--- config.mk ---
export PLATFORM = sky130hd
export DESIGN_NAME = alu_serial_resp
export DESIGN_NICKNAME = d
export VERILOG_FILES = /design/src/rtl/alu_serial_resp.sv
export SDC_FILE = /design/constraint.sdc
export NUM_CORES = 1
export LEC_CHECK = 0
export ABC_AREA = 1
export ABC_CLOCK_PERIOD_IN_PS = 3300
export BUFFER_PORTS_ARGS = -buffer_cell sky130_fd_sc_hd__buf_4
export CAP_MARGIN = 20
export CORE_ASPECT_RATIO = 0.6
export CORE_MARGIN = 5
export CORE_UTILIZATION = 52
export CTS_CLUSTER_SIZE = 12
export DETAILED_ROUTE_END_ITERATION = 7
export PLACE_DENSITY = 0.76
export SETUP_SLACK_MARGIN = 0.5
export SLEW_MARGIN = 5
export SYNTH_ARGS = -nofsm -noshare
export SYNTH_HDL_FRONTEND = slang
export SYNTH_SLANG_ARGS = --single-unit
--- constraint.sdc ---
create_clock -name clk -period 3.3 [get_ports clk]
set_input_delay 0.495 -clock clk [delete_from_list [all_inputs] [get_ports clk]]
set_output_delay 0.495 -clock clk [all_outputs]
set_load 0.05 [all_outputs]
--- src/rtl/alu_serial_resp.sv ---
// -----------------------------------------------------------------------------
// alu_serial_resp
//   Bit-serial (slice-serial) 32-bit ALU with a valid/ready request channel and
//   a valid/ready response channel. An accepted operation is processed
//   SLICE_W bits per cycle, LSB slice first, so BUSY lasts 32/SLICE_W cycles.
//   The result, zero and err outputs are registered. They change only when an
//   operation completes, and they hold across IDLE.
//
// Ports
//   clk        : clock, rising edge
//   resetn     : asynchronous active-low reset
//   req_valid  : request presented
//   req_ready  : block idle, can accept a request
//   a, b       : 32-bit two's complement operands
//   op         : 000 AND, 001 OR, 010 ADD, 110 SUB, 111 SLT (others unsupported)
//   rsp_valid  : result available
//   rsp_ready  : initiator consumes result
//   z          : result
//   zero       : z == 0
//   err        : accepted op was unsupported
// -----------------------------------------------------------------------------
module alu_serial_resp #(
  parameter int SLICE_W = 8
) (
  input  logic        clk,
  input  logic        resetn,
  input  logic        req_valid,
  output logic        req_ready,
  input  logic [31:0] a,
  input  logic [31:0] b,
  input  logic [2:0]  op,
  output logic        rsp_valid,
  input  logic        rsp_ready,
  output logic [31:0] z,
  output logic        zero,
  output logic        err
);

  localparam int N = 32 / SLICE_W;

  localparam logic [2:0] OP_AND = 3'b000;
  localparam logic [2:0] OP_OR  = 3'b001;
  localparam logic [2:0] OP_ADD = 3'b010;
  localparam logic [2:0] OP_SUB = 3'b110;
  localparam logic [2:0] OP_SLT = 3'b111;

  typedef enum logic [1:0] {IDLE, BUSY, DONE} state_t;

  state_t      state_q;
  logic [31:0] a_q;
  logic [31:0] b_q;       // holds ~b for SUB/SLT so one adder serves all ops
  logic [2:0]  op_q;
  logic [5:0]  cnt_q;
  logic        carry_q;
  logic [31:0] acc_q;     // working result, built one slice per cycle
  logic        req_ready_q;
  logic        rsp_valid_q;
  logic [31:0] z_q;
  logic        zero_q;
  logic        err_q;

  logic [SLICE_W-1:0] a_sl_d;
  logic [SLICE_W-1:0] b_sl_d;
  logic [SLICE_W:0]   sum_sl_d;
  logic [SLICE_W-1:0] res_sl_d;
  logic [31:0]        acc_d;
  logic [31:0]        z_d;
  logic               slt_d;
  logic               err_d;
  logic               last_d;
  logic               sub_req_d;

  // Slice datapath
  always_comb begin
    a_sl_d   = a_q[cnt_q*SLICE_W +: SLICE_W];
    b_sl_d   = b_q[cnt_q*SLICE_W +: SLICE_W];
    sum_sl_d = {1'b0, a_sl_d} + {1'b0, b_sl_d} + {{SLICE_W{1'b0}}, carry_q};

    case (op_q)
      OP_AND:                 res_sl_d = a_sl_d & b_sl_d;
      OP_OR:                  res_sl_d = a_sl_d | b_sl_d;
      OP_ADD, OP_SUB, OP_SLT: res_sl_d = sum_sl_d[SLICE_W-1:0];
      default:                res_sl_d = '0;
    endcase

    acc_d = acc_q;
    acc_d[cnt_q*SLICE_W +: SLICE_W] = res_sl_d;

    // Signed less-than: with differing signs, a < b exactly when a is
    // negative; with equal signs the difference cannot overflow, so its sign
    // decides. b_q holds ~b here, so equal stored MSBs mean opposite signs.
    if (a_q[31] == b_q[31]) slt_d = a_q[31];
    else                    slt_d = sum_sl_d[SLICE_W-1];

    err_d = 1'b0;
    case (op_q)
      OP_AND, OP_OR, OP_ADD, OP_SUB: z_d = acc_d;
      OP_SLT:                        z_d = {31'b0, slt_d};
      default: begin
        z_d   = '0;
        err_d = 1'b1;
      end
    endcase

    last_d    = (cnt_q == 6'(N - 1));
    sub_req_d = (op == OP_SUB) || (op == OP_SLT);
  end

  // Control FSM with registered outputs
  always_ff @(posedge clk or negedge resetn) begin
    if (!resetn) begin
      state_q     <= IDLE;
      a_q         <= '0;
      b_q         <= '0;
      op_q        <= '0;
      cnt_q       <= '0;
      carry_q     <= 1'b0;
      acc_q       <= '0;
      req_ready_q <= 1'b1;
      rsp_valid_q <= 1'b0;
      z_q         <= '0;
      zero_q      <= 1'b1;
      err_q       <= 1'b0;
    end else begin
      case (state_q)
        IDLE: begin
          if (req_valid) begin
            a_q         <= a;
            b_q         <= sub_req_d ? ~b : b;
            op_q        <= op;
            cnt_q       <= '0;
            carry_q     <= sub_req_d;  // +1 completes a + ~b + 1
            acc_q       <= '0;
            req_ready_q <= 1'b0;
            state_q     <= BUSY;
          end
        end
        BUSY: begin
          acc_q   <= acc_d;
          carry_q <= sum_sl_d[SLICE_W];
          cnt_q   <= cnt_q + 6'd1;
          if (last_d) begin
            // Final carry-out is dropped: arithmetic wraps modulo 2^32.
            carry_q     <= 1'b0;
            cnt_q       <= '0;
            z_q         <= z_d;
            zero_q      <= (z_d == 32'd0);
            err_q       <= err_d;
            rsp_valid_q <= 1'b1;
            state_q     <= DONE;
          end
        end
        DONE: begin
          if (rsp_ready) begin
            rsp_valid_q <= 1'b0;
            req_ready_q <= 1'b1;
            state_q     <= IDLE;
          end
        end
        default: begin
          rsp_valid_q <= 1'b0;
          req_ready_q <= 1'b1;
          state_q     <= IDLE;
        end
      endcase
    end
  end

  assign req_ready = req_ready_q;
  assign rsp_valid = rsp_valid_q;
  assign z         = z_q;
  assign zero      = zero_q;
  assign err       = err_q;

endmodule

Word-level counts from Yosys, hierarchy flattened
Index checks and enable logic that the tools add are counted.

Input bits: 71. Register bits: 144.

Shift-type cells: 4. Equality and inequality tests: 13. Bitwise logic cells: 5. $add $sub $neg: 4. Reductions and logical operators: 14. Muxes and demuxes: 24.

Operators with widths (number): $pmux W32 S2 (2); $mux W32 (2); $shiftx A32 B10 Y8 (2); $neg A9 Y34 (1); $shift A8 B34 Y32 const A (1); $shiftx A8 B34 Y32 (1); $bwmux W32 (1); $logic_not A32 Y1 (1); $not A32 Y32 (1); $pmux W8 S3 (1); $eq A3 B3 Y1 const B (4); $mux W6 (2); $pmux W6 S2 (1); $add A8 B8 Y9 (1); $add A9 B1 Y9 (1); $reduce_and A3 Y1 (3); $and A8 B8 Y8 (1); $mux W1 (8); $or A8 B8 Y8 (1); $add A6 B1 Y6 const B (1); $eq A6 B2 Y1 const B (1); $mux W2 (3); $ne A2 B2 Y1 const B (3); $pmux W1 S3 (2); other kinds (16) (19).

Depth between registers and ports, before layout
Gate-level depths: netlist (run 1).

Depth after elaboration: 8. Mapped depth: 25. Gate-level depth less buffers: 23.

Worst setup path after synthesis (run 1)
No wires, ideal clock.

Kind: reg-to-reg. Start point: register cnt_q[0]. End point: register zero_q (netlist: zero). Cell stages (with the launch flop): 23. Slack: 0.023 ns. Period minus slack after synthesis: 3.277 ns. Setup time: 0.061 ns. Path buffers: 2. Data required time: 3.239 ns. Arrival: 3.216 ns. Cells stage by stage: dfrtp_1 > clkbuf_1 > clkbuf_1 > nor2_1 > nor2_1 > o21ai_0 > a21oi_1 > inv_1 > fa_1 > inv_1 > fa_1 > nand2_1 > o21ai_1 > a21oi_1 > or2_2 > nand2_1 > nand3_1 > nand2_1 > nor2_1 > nand2_1 > nor2_1 > nand3_1 > nand2_1.

Cells in the longest elaborated chain, start to end: 8. Elaborated cells between the ends (all ways): 16. Classes of those cells: 3 x add/sub; 1 x eq/ne; 4 x shift; 4 x mux; 2 x bitwise; 2 x reduce/logical.

Ends and longest elaborated chain: from (decl) (line 53) `logic [5:0] cnt_q;`; from (signal assigned) (line 141) `cnt_q <= cnt_q + 6'd1;`; $shiftx A32 B10 Y8, on equally long branches (line 75, 76); $add A8 B8 Y9 (line 77) `sum_sl_d = {1'b0, a_sl_d} + {1'b0, b_sl_d} + {{SLICE_W{1'b0}}, carry_q};`; $add A9 B1 Y9 (line 77); $pmux W8 S3 (line 79) `case (op_q)`; $shiftx A8 B34 Y32 (line 87) `acc_d[cnt_q*SLICE_W +: SLICE_W] = res_sl_d;`; $bwmux W32 (line 87); $pmux W32 S2 (line 96) `case (op_q)`; $logic_not A32 Y1 (line 147) `zero_q <= (z_d == 32'd0);`; to (signal assigned) (line 147); to (decl) (line 59) `logic zero_q;`.

Several ways; a longest one is shown, not always the timed one. A chain may end at the register's enable or synchronous reset.

Final worst setup path (run 1)
Ends and elaborated chain as after synthesis.

==> impl_metrics.ini, run 1 <==
[synth]
synth_top_area_share_pct = 45.5
ys_top_cells_by_area = dfrtp_1 (46%), nand2_1 (15%), o21ai_0 (9.0%)
synth_most_common_cell = nand2_1
synth_area_sq_um = 7810
synth_flop_cell = dfrtp_1
ys_ff_latch = 144
syn_avg_cell_area_sq_um = 7.55
synth.largest_area_cell = dfrtp_1
synth_common_cells = nand2_1 (309), dfrtp_1 (142), o21ai_0 (140)
synth.distinct_cells = 31
seq_area_frac_synth_pct = 46.2
synthCells = 1034
yosys_warnings = 0
async_flop_share_pct = 100
synth_edf_count = 0
synth_fp_nets = 1126

[timing]
finalHoldViolations = 0
min_period_over_period_pct = 95.9
tightest_slew_ns = 1.06
skew_ns = 0.00979
min_period_ns = 3.17
setup_viol = 0
slew_viol_final = 0
max_freq_mhz = 316
maxSlewHeadroom_pct = 28.9
rsz0062_at_grt = true
worst_slack_ns = 0.135

[power]
comb_power_share_pct = 60.0
p_clk_share_pct = 15.7
sw_frac_of_total_pct = 49.0
leakagePower_nw = 5.06
p_int_mw = 6.05
netSwitchingPower_mw = 5.82
powerDensity_nw_per_um2 = 1170
p_total_mw = 11.9
p_seq_share_pct = 24.3
irDropWorstVdd_v = 0.000582

[routing]
drt-pass1-iter-count = 6
wl_met1_um = 11000
wl_met3_um = 2260
highest_layer = met4
wl_um = 22500
vias = 7430
drtIter0Drc = 761
vias_per_cell = 5.37
routed-wl-met2_um = 9100
antenna_left = 0
wire_per_inst_um = 16.3
drcViolationCount = 0

[cts]
clockRootBuffer = clkbuf_16
cts_buffers = 17
htreeDepth = 4
cts.clk_slew.worst_paths_ns = 0.06
cts_sinks = 144
insertion_delay_ns = 0.42
cts_tree = done
clockBufferDepth = 2

[floorplanning]
placementRows = 34
fp.coreArea_sq_um = 14600
dieHeight_um = 105
dieArea_sq_um = 17600
fp.dieW_um = 168
ios = 107
initial_utilization_pct = 53.5

[global_routing]
grt_pass1_wl_um = 36200
grt_antenna_before_repair = 0
grt_max_degree = 99
grt_pass1_vias = 6924
track_usage_pct = 25.4
grt.overflow.total = 0

[setup_path]
endpoint_kind = flop
crit_type = flop to flop
crit_fanout = 6
required_ns = 3.66
r2r-start = cnt_q[0]$_DFFE_PN0P_
startpoint_type = flop
reg2reg_depth = 20
crit_path_start = cnt_q[0]$_DFFE_PN0P_
arrival_ns = 3.53

[placed_design]
hpwl_um = 15100
port_buffers = 106
dp_worst_setup_slack_ns = 0.0105
gp_congestion = 0.957
placed_cells = 1314

[cells_and_area]
fin_nets = 1265
syn_to_final_growth_pct = 29.5
postLayoutCoreUtil_pct = 69.3
fin_cells = 1384
drive_above_1_share_pct = 25.4
diodes = 0
fill_cells = 1182

[run_status]
status = complete, no violations

[flow_run]
cap_violations = 0

[hold_path]
hold_path_class = primary input to async pin
metal layers:
layer / GRT usage [%] / up-vias
met1: 41.2 / 3463
met2: 33.1 / 357
met5: 0 / -
met4: 5.50 / 0
li1: - / 3584
met3: 7.25 / 26
through the flow:
stage,setup TNS (ns),hold slack [ns],cell area (sq um)
after CTS,0,0.0312,9730
after global placement,0,0.450,8890
final,0,0.0146,10100
after global routing,-0.0742,0.0453,10100
after floorplan,0,0.199,7840
after detailed placement,0,0.460,8890
worst max-delay path, cell delays in order, from the launching register on:
cell,delay [ns]
dfrtp_2,0.48
buf_12,0.15
nor2_2,0.04
nor2_1,0.07
o21ai_1,0.08
a21oi_2,0.21
inv_2,0.08
fa_2,0.35
inv_2,0.08
fa_2,0.43
nand2_2,0.08
o21ai_2,0.05
a21oi_2,0.19
nand2_2,0.11
nand3_2,0.09
nand2_1,0.07
nor2_1,0.15
nand2_1,0.12
nor2_1,0.11
nand3_1,0.08
nand2_1,0.07
power by group through the flow:
stage / Sequential (mW) / Clock [mW] / Combinational (mW)
floorplan: 3.25 / 0 / 3.71
global placement: 2.87 / 0 / 5.67
detailed placement: 2.87 / 0 / 5.76
CTS: 2.87 / 1.88 / 6.15
global route: 2.96 / 1.96 / 7.80
finish: 2.88 / 1.87 / 7.12
repair_timing:
| action | CTS | global route |
|---|---|---|
| gates cloned | 2 | 0 |
| pin swaps | 5 | 23 |
| setup endpoints to repair | 35 | 63 |
| setup buffers | 18 | 18 |
| resized for setup | 23 | 91 |
| hold buffers | 0 | 0 |
state kept, by name, indices dropped and copies added, names as in the netlist:
signal,flops
acc_q,32
a_q,32
cnt_q,6
z,32
op_q,3
req_ready,1
rsp_valid,1
state_q,2
carry_q,1
err,1
zero,1
b_q,32
cells in the final DEF (no fill, tap or decap), types with 2 or more instances in the layout:
cell type   count
xor2_1         36
clkinvlp_4      3
o21ai_1        18
clkbuf_16      17
buf_12          4
buf_4         149
nand3_1        68
clkinv_2        2
inv_6           5
nor2_2          9
o21ai_2         4
inv_2          13
a31oi_1         2
ha_2            2
clkbuf_1        2
nand3_2        14
nand4_1         3
inv_1          85
dfstp_2         2
nor2_1         87
buf_6          10
o211ai_1        2
ha_4            3
fa_2            2
a21oi_1        13
nand3_4         3
nand2_1       287
dfrtp_2         3
o22ai_1         7
nand4_4         2
nand2_2        25
ha_1           14
o21ai_0       119
a21oi_2        13
dfrtp_1       139
clkinv_4        6
layout make-up:
cell class | instances | area (sq um) | share of cell area [%]
flip-flops and latches | 144 | 3610 | 35.7
inverters | 104 | 415 | 4.11
clock buffers | 19 | 433 | 4.28
repair buffers | 165 | 1370 | 13.6
clock inverters | 13 | 129 | 1.28
multi-input cells | 741 | 3900 | 38.6
well taps | 198 | 248 | 2.45
final timing paths:
path,slack [ns],to
max in group asynchronous,2.54,zero$_DFFE_PN1P_
worst min register to register,0.47,req_ready$_DFFE_PN1P_
worst min-delay path,0.01,a_q[13]$_DFFE_PN0P_
min in group clk,0.26,a_q[3]$_DFFE_PN0P_
worst max register to register,0.13,zero$_DFFE_PN1P_
worst max-delay path,0.13,zero$_DFFE_PN1P_
kinds of logic (layout without fill, tap and decap cells):
logic type | count (synthesis) | after routing | share of synthesized area, %
AND/OR/NAND/NOR | 502 | 502 | 26.8
AO/OA/AOI/OAI | 181 | 181 | 12.0
buffers and inverters | 149 | 301 | 7.32
flip-flops | 144 | 144 | 46.2
XOR/XNOR | 37 | 37 | 4.15
adder cells (fa/ha/maj) | 21 | 21 | 3.56
Note: power is estimated with default switching activity, not from simulation.
==> run 2: changes to the inputs <==
--- a/config.mk
+++ b/config.mk
@@ -15,6 +15,7 @@
 export CTS_CLUSTER_SIZE = 12
 export DETAILED_ROUTE_END_ITERATION = 7
 export PLACE_DENSITY = 0.76
+export RECOVER_POWER = 25
 export SETUP_SLACK_MARGIN = 0.5
 export SLEW_MARGIN = 5
 export SYNTH_ARGS = -nofsm -noshare
==> impl_metrics.ini, run 2 (synthesis gave the netlist of run 1 again) <==
[cells_and_area]
drive_above_1_share_pct = 25.3
fin_nets = 1265
fin_area_sq_um = 10100
multi_input_area_sq_um = 3900
layout_commonest_cell = nand2_1
syn_to_final_growth_pct = 29.4
layout_common_cells = nand2_1 (287), buf_4 (149), dfrtp_1 (139)
seqCellArea_sq_um = 3610
diodes = 0
fill_cells = 1181

[placed_design]
hpwl_um = 15100
gp_congestion = 0.957
port_buffers = 106
placed_area_sq_um = 8890

[routing]
drt-pass1-iter-count = 7
antenna_left = 0
vias = 7422
wire_per_inst_um = 16.3
drtIter0Drc = 761
vias_per_cell = 5.36
wl_um = 22500
drcViolationCount = 0

[cts]
cts_buffers = 17
cts.clk_slew.worst_paths_ns = 0.06
cts_sinks = 144
clockRootBuffer = clkbuf_16
insertion_delay_ns = 0.43
cts_tree = done
clockBufferDepth = 2
htreeDepth = 4
hold_buffers = 0

[power]
p_seq_share_pct = 24.3
netSwitchingPower_mw = 5.82
leakagePower_nw = 5.06
irDropWorstVdd_v = 0.000582
p_clk_share_pct = 15.8
powerDensity_nw_per_um2 = 1170
p_total_mw = 11.9
p_int_mw = 6.05
comb_power_share_pct = 59.9
sw_frac_of_total_pct = 49.0

[global_routing]
grt.overflow.total = 0
grt_pass1_vias = 6924
grt_pass1_wl_um = 36200
grt_antenna_before_repair = 0
grt_max_degree = 99
track_usage_pct = 25.4

[floorplanning]
placementRows = 34
fp.dieW_um = 168
initial_utilization_pct = 53.5
fp.coreArea_sq_um = 14600
dieHeight_um = 105
dieArea_sq_um = 17600
ios = 107

[timing]
slew_viol_final = 53
setup_viol = 0
skew_ns = 0.0100
min_period_over_period_pct = 96.0
min_period_ns = 3.17
finalHoldViolations = 0
maxSlewHeadroom_pct = -63.4
rsz0062_at_grt = true
max_freq_mhz = 316
tightest_slew_ns = 2.45

[setup_path]
required_ns = 3.67
arrival_ns = 3.54
crit_fanout = 6
crit_type = flop to flop
startpoint_type = flop
endpoint_kind = flop

[flow_run]
cap_violations = 1

[hold_path]
hold_path_class = primary input to flop

[run_status]
status = finished with violations
failed_checks = capacitance limit, slew limit
-- run 2: stage by stage --
stage                     TNS, ns  setup slack [ns]  cells  utilization [%]  hold slack, ns
final                           0             0.132   1384             69.3           0.260
after global routing      -0.0742           -0.0742   1384             69.3           0.261
after CTS                       0             0.224   1366             66.7          0.0312
after detailed placement        0            0.0105   1314             60.9           0.460
after global placement          0            0.0811   1314             60.9           0.450
after floorplan                 0             0.414   1034                -           0.199
-- run 2: per-layer routing --
layer / vias to the layer above / part of all wire (%) / track usage (%)
li1: 3583 / - / -
met1: 3451 / 48 / 41.2
met2: 360 / 40 / 33.1
met3: 28 / 11 / 7.25
met4: 0 / 0.79 / 5.50
met5: - / 0 / 0
-- run 2: worst paths after layout --
kind / from / end / slack [ns] / cells past startpoint
max in group asynchronous: resetn / cnt_q[0]$_DFFE_PN0P_ / 0.70 / 1
min reg2reg: req_ready$_DFFE_PN1P_ / req_ready$_DFFE_PN1P_ / 0.47 / 2
max reg2reg: cnt_q[0]$_DFFE_PN0P_ / zero$_DFFE_PN1P_ / 0.13 / 20
max: cnt_q[0]$_DFFE_PN0P_ / zero$_DFFE_PN1P_ / 0.13 / 20
min in group asynchronous: resetn / a_q[13]$_DFFE_PN0P_ / 1.02 / 1
min: a[3] / a_q[3]$_DFFE_PN0P_ / 0.26 / 3
-- run 2: final cells by class --
class	count	share of cell area, %
Clock inverter	13	1.28
Inverter	104	4.11
Multi-Input combinational cell	741	38.6
Tap cell	198	2.45
Timing Repair Buffer	165	13.6
Sequential cell	144	35.7
Clock buffer	19	4.28
-- run 2: power groups by stage --
stage | clock (mW) | combinational [mW] | sequential (mW)
floorplan | 0 | 3.71 | 3.25
global placement | 0 | 5.67 | 2.87
detailed placement | 0 | 5.76 | 2.87
CTS | 1.88 | 6.15 | 2.87
global route | 1.96 | 7.80 | 2.96
finish | 1.87 | 7.12 | 2.88
-- run 2: worst max-delay path, stage by stage, from the launching register on --
cell	delay (ns)
dfrtp_2	0.48
buf_12	0.15
nor2_2	0.04
nor2_1	0.07
o21ai_1	0.08
a21oi_2	0.21
inv_2	0.09
fa_2	0.35
inv_2	0.08
fa_2	0.43
nand2_2	0.08
o21ai_2	0.05
a21oi_2	0.19
nand2_2	0.11
nand3_2	0.09
nand2_1	0.07
nor2_1	0.15
nand2_1	0.12
nor2_1	0.11
nand3_1	0.08
nand2_1	0.07
-- run 2: repair_timing --
action,in CTS,in global routing
gates resized for setup,23,91
pin swaps,5,23
buffers inserted,18,18
endpoints found under the setup margin,35,63
gates cloned,2,0
